$ cat src/rtl/sram_port_arbiter.sv
// Shares one SRAM-like port between the instruction-fetch and data masters.
// Data wins by default; a saturating streak counter forces an instruction grant.
module sram_port_arbiter #(
  parameter int unsigned MAX_DATA_STREAK = 4
) (
  input  logic        clk,
  input  logic        resetn,
  input  logic        inst_req,
  input  logic [31:0] inst_addr,
  output logic        inst_addr_ok,
  output logic        inst_data_ok,
  output logic [31:0] inst_rdata,
  input  logic        data_req,
  input  logic        data_wr,
  input  logic [1:0]  data_size,
  input  logic [3:0]  data_wstrb,
  input  logic [31:0] data_addr,
  input  logic [31:0] data_wdata,
  output logic        data_addr_ok,
  output logic        data_data_ok,
  output logic [31:0] data_rdata,
  output logic        req,
  output logic        wr,
  output logic [1:0]  size,
  output logic [3:0]  wstrb,
  output logic [31:0] addr,
  output logic [31:0] wdata,
  input  logic        addr_ok,
  input  logic        data_ok,
  input  logic [31:0] rdata,
  output logic        owner
);

  localparam int unsigned StreakW = $clog2(MAX_DATA_STREAK + 1);

  typedef enum logic [1:0] {IDLE, REQ, WAIT} state_t;

  state_t             state;
  logic [StreakW-1:0] streak;
  logic               reqReg;
  logic               ownerReg;
  logic               streakFull;
  logic               grantData;
  logic               respWindow;

  assign streakFull = (streak == StreakW'(MAX_DATA_STREAK));
  assign grantData  = data_req && !(inst_req && streakFull);

  always_ff @(posedge clk) begin
    if (!resetn) begin
      state    <= IDLE;
      ownerReg <= 1'b0;
      streak   <= '0;
      reqReg   <= 1'b0;
    end else begin
      case (state)
        IDLE: begin
          if (data_req || inst_req) begin
            ownerReg <= grantData;
            reqReg   <= 1'b1;
            state    <= REQ;
            // Only data grants made against a waiting fetch extend the streak.
            if (grantData && inst_req) begin
              if (!streakFull) streak <= streak + StreakW'(1);
            end else begin
              streak <= '0;
            end
          end
        end
        REQ: begin
          if (addr_ok) begin
            reqReg <= 1'b0;
            state  <= data_ok ? IDLE : WAIT;
          end
        end
        WAIT: begin
          if (data_ok) state <= IDLE;
        end
        default: begin
          state  <= IDLE;
          reqReg <= 1'b0;
        end
      endcase
    end
  end

  // A response is only honoured once the address phase has been accepted.
  assign respWindow = (state == WAIT) || ((state == REQ) && addr_ok);

  assign inst_addr_ok = (state == REQ) && addr_ok && !ownerReg;
  assign data_addr_ok = (state == REQ) && addr_ok && ownerReg;
  assign inst_data_ok = respWindow && data_ok && !ownerReg;
  assign data_data_ok = respWindow && data_ok && ownerReg;
  assign inst_rdata   = rdata;
  assign data_rdata   = rdata;
  assign req          = reqReg;
  assign owner        = ownerReg;

  always_comb begin
    wr    = 1'b0;
    size  = 2'd2;
    wstrb = '0;
    addr  = inst_addr;
    wdata = '0;
    if (ownerReg) begin
      wr    = data_wr;
      size  = data_size;
      wstrb = data_wstrb;
      addr  = data_addr;
      wdata = data_wdata;
    end
  end

endmodule
$ cat config.mk
export PLATFORM = sky130hd
export DESIGN_NAME = sram_port_arbiter
export DESIGN_NICKNAME = d
export VERILOG_FILES = /design/src/rtl/sram_port_arbiter.sv
export SDC_FILE = /design/constraint.sdc
export NUM_CORES = 1
export LEC_CHECK = 0
export BUFFER_PORTS_ARGS = -buffer_cell sky130_fd_sc_hd__buf_2
export CAP_MARGIN = 0
export CORE_AREA = 2 2 108 110
export DETAILED_ROUTE_END_ITERATION = 6
export DIE_AREA = 0 0 110 112
export PLACE_DENSITY = 0.46
export RECOVER_POWER = 50
export SLEW_MARGIN = 20
export SYNTH_ARGS = -nofsm -noshare
export SYNTH_HDL_FRONTEND = slang
export SYNTH_SLANG_ARGS = --single-unit
$ cat constraint.sdc
create_clock -name clk -period 1.4 [get_ports clk]
set_clock_uncertainty 0.1 [all_clocks]
set_input_delay 0.07 -clock clk [delete_from_list [all_inputs] [get_ports clk]]
set_output_delay 0.07 -clock clk [all_outputs]
set_load 0.03 [all_outputs]
==> summary.md, run 1 <==
| Metric | Value |
|---|---|
| Outcome | complete, but fails checks |
| Failing checks | setup timing |
| Syn nets | 336 |
| Critical path endpoint category | output pin |
| Reg2reg start | streak[0] |
| Hold Crit Class | in -> reg |
| Hold endpoint | req |
| Slowest CP cell | dfxtp_4 |
| Crit path max fanout | 8 |
| Max incr delay on CP | 0.44 ns |
| CTS Buf Count | 3 |
| FF-to-FF End | owner |
| Worst-path cell chain | clkbuf_16, mux2_4, buf_6 |
| Vias in the first global route | 1721 |
| Die footprint | 0.0123 sq mm |
| Area of the multi-input gates | 0.00101 sq mm |
| Overall Global Routing Usage | 0.0808 |
| Reg area | 149 sq um |
| Startpoint Class | flop |
| Mean post-synth cell area | 7.97 sq um |
| PD cells | 739 mW/mm^2 |
| Core ar. | 0.0112 sq mm |
| Die X | 110 um |
| Clk_lat worst skew | 0.23 ns |
| WL/cell | 14.3 um |
| Vias per Instance | 3.79 |
| Post-synth EDFFs | 0 |
| Max-capacitance violation count | 0 |
| First-pass iteration count of the detailed router | 4 |
| Share of post-route cells with drive strength above 1 | 0.786 |
| Max-slew violation count | 0 |
| Number of nets in the layout | 466 |
| Clock transition at path regs | 0.04 ns |
| F_max | 667 MHz |
| Synth Instances | 193 |
| HPWL Detailed | 4430 um |
| Least-Margin Pin Slew | 0.281 ns |
| Initial antenna violation count | 1 |
| IO Port Bufs | 185 |
| Cell Area, Synth | 0.00154 sq mm |
| Antenna Nets Post-Route | 0 |
| Fin util | 0.263 |
| I/O pins | 282 |
| Via Count | 1762 |
| Yosys reg bits | 7 |
| Static leakage | 1.54 nW |
| Routed Wire Length | 6670 um |
| Die outline height | 112 um |
| Ys flop type | dfxtp_1 |
| # clock sinks | 7 |
| Most frequent cells in the layout | 110 x buf_2, 49 x buf_6, 32 x mux2_4, 29 x buf_4, 27 x and2_1 |
| Largest net degree at the start of global routing | 32 |
| Hold Path Depth | 2 |
| RSZ-0062 raised after global routing | true |
| Setup slack after layout | -0.0995 ns |
| Distinct cells, synth | 30 |
| Antenna cell count | 0 |
| 1st-iter DRT viols | 34 |
| Synth warnings | 0 |
| Period utilization | 1.07 |
| Clock Path Buffers | 2 |
| First-pass GRT wire length | 7930 um |
| Residual DRC count | 0 |
| Crit path kind | reg -> out |
| Dpl ws | 0.0820 ns |
| Hold Startpoint | resetn |
| TritonCTS clock tree | yes |
| Area growth from synthesis to layout | 91.3% |
| Row count | 39 |
| Fin. Hold Viols | 0 |
| Commonest non-fill, non-tap cell in the layout | buf_2 |
| CP required | 1.23 ns |
| Final setup viols | 57 |
| Root Buffer | clkbuf_16 |
| Register area share after synthesis | 0.0911 |
| Final Wtd Congestion | 0.745 |
| Critical Path AT | 1.33 ns |
| Slew HR | 0.812 |
| Maximum VDD drop | 0.605 mV |
| Fillers | 1196 |
| GR Overflow Total | 0 |
| Reg2Reg Setup Slack | 0.16 ns |
| Crit path time final | 1.50 ns |
| Initial Utilization | 0.138 |
| Ys async rst share | 0 |
| CTS H-tree lvls | 1 |
| Register-to-Register Path Depth | 5 |
==> logic make-up (layout without fill, tap and decap cells) <==
family | after synthesis | count (layout) | synth area share
and+or+nand+nor | 58 | 58 | 0.229
DFF | 7 | 7 | 0.0911
buffers and inverters | 78 | 207 | 0.358
adders and majority gates | 2 | 2 | 0.0163
AOI/OAI and AO/OA | 16 | 16 | 0.0708
muxes | 32 | 32 | 0.234
==> sequential cells by signal (all words and copies together) (netlist names) <==
signal	count
owner	1
state	2
req	1
streak	3
==> synthesized netlist by cell type (2+ instances only) <==
master    count  area (sq um)
mux2_1       18           203
nor2_1        7          26.3
inv_1         4          15.0
clkbuf_1      4          15.0
dfxtp_1       7           140
a21oi_1       5          25.0
ha_1          2          25.0
nand2b_1      2          12.5
buf_2         2          10.0
nor3_1        2          10.0
nand3_1       2          10.0
buf_4        66           495
mux2_2       14           158
o21ai_0       5          25.0
and2_1       38           238
==> how the worst max path moves through the flow <==
stage                     slack [ns]  startpoint  depth (start not counted)            to
after floorplan                 0.04       owner                          3      addr[20]
after global placement          0.11    state[0]                          4  inst_data_ok
after detailed placement        0.08    state[0]                          4  inst_data_ok
after CTS                      -0.14       owner                          3       addr[0]
after global routing           -0.16       owner                          3      addr[13]
final                           -0.1       owner                          3       addr[7]
==> metal layers <==
metal	vias up	GRT usage	wire (um)
li1	823	-	-
met1	810	0.0808	2610
met2	120	0.157	3300
met3	7	0.0281	701
met4	2	0.0160	40
met5	-	0	13
==> worst max-delay path: cells and delay by family (launching register included) <==
family | cells | cell delay [ns]
buf+inv | 2 | 0.35
flops | 1 | 0.44
mux | 1 | 0.31
==> timing repair <==
| action | CTS | global route |
|---|---|---|
| gates resized for setup | 93 | 109 |
| hold endpoints to repair | 2 | 0 |
| hold buffers | 2 | 0 |
| setup endpoints to repair | 34 | 58 |
| buffers inserted | 0 | 4 |
| gates cloned | 1 | 3 |
==> power by group <==
part	total [mW]	internal (mW)	switching, mW
Clock	0.489	0.379	0.109
Combinational	1.44	0.732	0.713
Sequential	0.241	0.215	0.0257
Total	2.17	1.33	0.848
==> metrics by stage <==
| stage | TNS (ns) | hold WS [ns] | power [mW] | cells | cell area, sq um |
|---|---|---|---|---|---|
| 4_1_cts | -2.85 | 0.0195 | 1.97 | 458 | 2570 |
| 2_1_floorplan | 0 | 0.0485 | 1.25 | 193 | 1550 |
| 5_1_grt | -7.60 | 0.0264 | 2.28 | 465 | 2940 |
| 3_5_place_dp | 0 | 0.0403 | 1.26 | 451 | 2160 |
| 3_3_place_gp | 0 | 0.0403 | 1.26 | 451 | 2160 |
| 6_report | -3.52 | 0.0159 | 2.17 | 465 | 2940 |
==> final cells by class <==
type | instances | share of cell area
multi-input combinational | 108 | 0.344
sequential | 7 | 0.0506
inverter | 5 | 0.00638
tap | 143 | 0.0608
timing repair buffer | 198 | 0.512
clock buffer | 4 | 0.0268
(Power assumes the default switching activity.)
==> run 2: changes to the inputs <==
--- a/config.mk
+++ b/config.mk
@@ -8,6 +8,7 @@
 export BUFFER_PORTS_ARGS = -buffer_cell sky130_fd_sc_hd__buf_2
 export CAP_MARGIN = 0
 export CORE_AREA = 2 2 108 110
+export CTS_BUF_LIST = sky130_fd_sc_hd__clkbuf_8
 export DETAILED_ROUTE_END_ITERATION = 6
 export DIE_AREA = 0 0 110 112
 export PLACE_DENSITY = 0.46
==> summary.md, run 2 (synthesis gave the netlist of run 1 again) <==
| Metric | Value |
|---|---|
| Row count | 39 |
| Fin. Hold Viols | 0 |
| Total power draw | 1.92 mW |
| Die outline height | 112 um |
| Number of nets in the layout | 467 |
| Commonest non-fill, non-tap cell in the layout | buf_2 |
| Top Registers | streak: 3 flops, state: 2 flops |
| # clock sinks | 7 |
| Antenna cell count | 0 |
| Seq pwr share | 0.120 |
| Top routing layer in use | met5 |
| Static leakage | 1.48 nW |
| Period utilization | 1.06 |
| Least-Margin Pin Slew | 0.281 ns |
| First-pass iteration count of the detailed router | 4 |
| Dpl ws | 0.0820 ns |
| Worst hold slack | 0.0189 ns |
| TritonCTS clock tree | yes |
| Routed Wire Length | 6350 um |
| Clk_lat worst skew | 0.23 ns |
| Die X | 110 um |
| Root Buffer | clkbuf_8 |
| PD cells | 681 mW/mm^2 |
| Max-capacitance violation count | 0 |
| Internal Power | 1.11 mW |
| Outcome | complete, but fails checks |
| Metal2 WL | 3190 um |
| Clock transition at path regs | 0.04 ns |
| Failing checks | setup timing |
| Largest net degree at the start of global routing | 23 |
| Crit path time final | 1.48 ns |
| Most flop-heavy register | streak |
| HPWL Detailed | 4430 um |
| CP required | 1.23 ns |
| Vias in the first global route | 1791 |
| Critical path endpoint category | output pin |
| I/O pins | 282 |
| Crit path max fanout | 5 |
| GR Overflow Total | 0 |
| 1st-iter DRT viols | 23 |
| Vias per Instance | 3.77 |
| Share of post-route cells with drive strength above 1 | 0.774 |
| IO Port Bufs | 185 |
| Fillers | 1210 |
| Die footprint | 0.0123 sq mm |
| Final setup viols | 42 |
| RSZ-0062 raised after global routing | true |
| Crit path kind | reg -> out |
| Hold Crit Class | in -> reg |
| Fin util | 0.252 |
| Clock network fraction of design power | 0.146 |
| Via Count | 1756 |
| Area growth from synthesis to layout | 83.2% |
| Metal3 WL | 717 um |
| Antenna Nets Post-Route | 0 |
| Logic pwr share | 0.734 |
| Largest register FFs | 3 |
| Psw | 0.812 mW |
| Initial antenna violation count | 1 |
| Core ar. | 0.0112 sq mm |
| Final Wtd Congestion | 0.745 |
| Clock Path Buffers | 2 |
| Critical Path AT | 1.31 ns |
| Maximum VDD drop | 0.482 mV |
| Initial Utilization | 0.138 |
| Slew HR | 0.812 |
| Setup_tns | -1.86 ns |
| Setup slack after layout | -0.0797 ns |
| Reg2Reg Setup Slack | 0.08 ns |
| WL/cell | 13.6 um |
| CTS H-tree lvls | 1 |
| Switching Share | 0.424 |
| CTS Buf Count | 3 |
| Metal-1 WL | 2390 um |
| Startpoint Class | flop |
| Max-slew violation count | 0 |
| Residual DRC count | 0 |
| Overall Global Routing Usage | 0.0894 |
| First-pass GRT wire length | 8650 um |
| Most frequent cells in the layout | 124 x buf_2, 43 x buf_6, 31 x and2_1, 22 x mux2_4, 21 x buf_4 |
| F_max | 676 MHz |
==> run 2: changes by cell type in the layout (fill, tap and decap cells not counted), moves of 6 or more <==
cell	before	now
clkbuf_16	6	0
buf_4	29	21
buf_6	49	43
buf_2	110	124
mux2_2	0	10
mux2_4	32	22
==> run 2: path summary, 6_finish.rpt <==
kind / startpoint / to / cells after the start
hold reg to reg: streak[1] / streak[1] / 2
setup reg to reg: state[0] / owner / 4
setup / recovery: owner / addr[2] / 4
hold / removal: resetn / req / 2
==> run 2: worst max-delay path, cell delays in order (launching register included) <==
cell and delay (ns):
dfxtp_4 0.39, buf_12 0.13, buf_16 0.12, mux2_4 0.31, buf_6 0.14
==> run 2: stage by stage <==
stage / instances / instance area, sq um
floorplan: 193 / 1550
global placement: 451 / 2160
detailed placement: 451 / 2160
CTS: 463 / 2750
global route: 466 / 2820
finish: 466 / 2820
==> run 2: layout make-up <==
class	instances	area [sq um]	share of cell area
Clock buffer	3	41.3	0.0147
Clock inverter	1	3.75	0.00133
Inverter	5	18.8	0.00666
Multi-Input combinational cell	108	958	0.340
Sequential cell	7	149	0.0528
Tap cell	143	179	0.0635
Timing Repair Buffer	199	1470	0.521
==> run 2: repair_timing <==
item,4_1_cts,5_1_grt
hold endpoints to repair,2,0
hold buffers,2,0
gates cloned,3,0
endpoints found under the setup margin,34,61
pin swaps,0,1
buffers inserted,3,3
resized for setup,134,11
==> run 2: power groups by stage <==
stage | combinational [mW] | sequential, mW | clock, mW
5_1_grt | 1.49 | 0.233 | 0.294
2_1_floorplan | 1.01 | 0.238 | 0
4_1_cts | 1.38 | 0.234 | 0.281
6_report | 1.41 | 0.230 | 0.280
3_3_place_gp | 1.02 | 0.234 | 0
3_5_place_dp | 1.03 | 0.235 | 0
==> run 2: metal layers <==
metal / up-vias / global-route usage
li1: 827 / -
met1: 792 / 0.0981
met2: 128 / 0.168
met3: 7 / 0.0281
met4: 2 / 0.0135
met5: - / 0
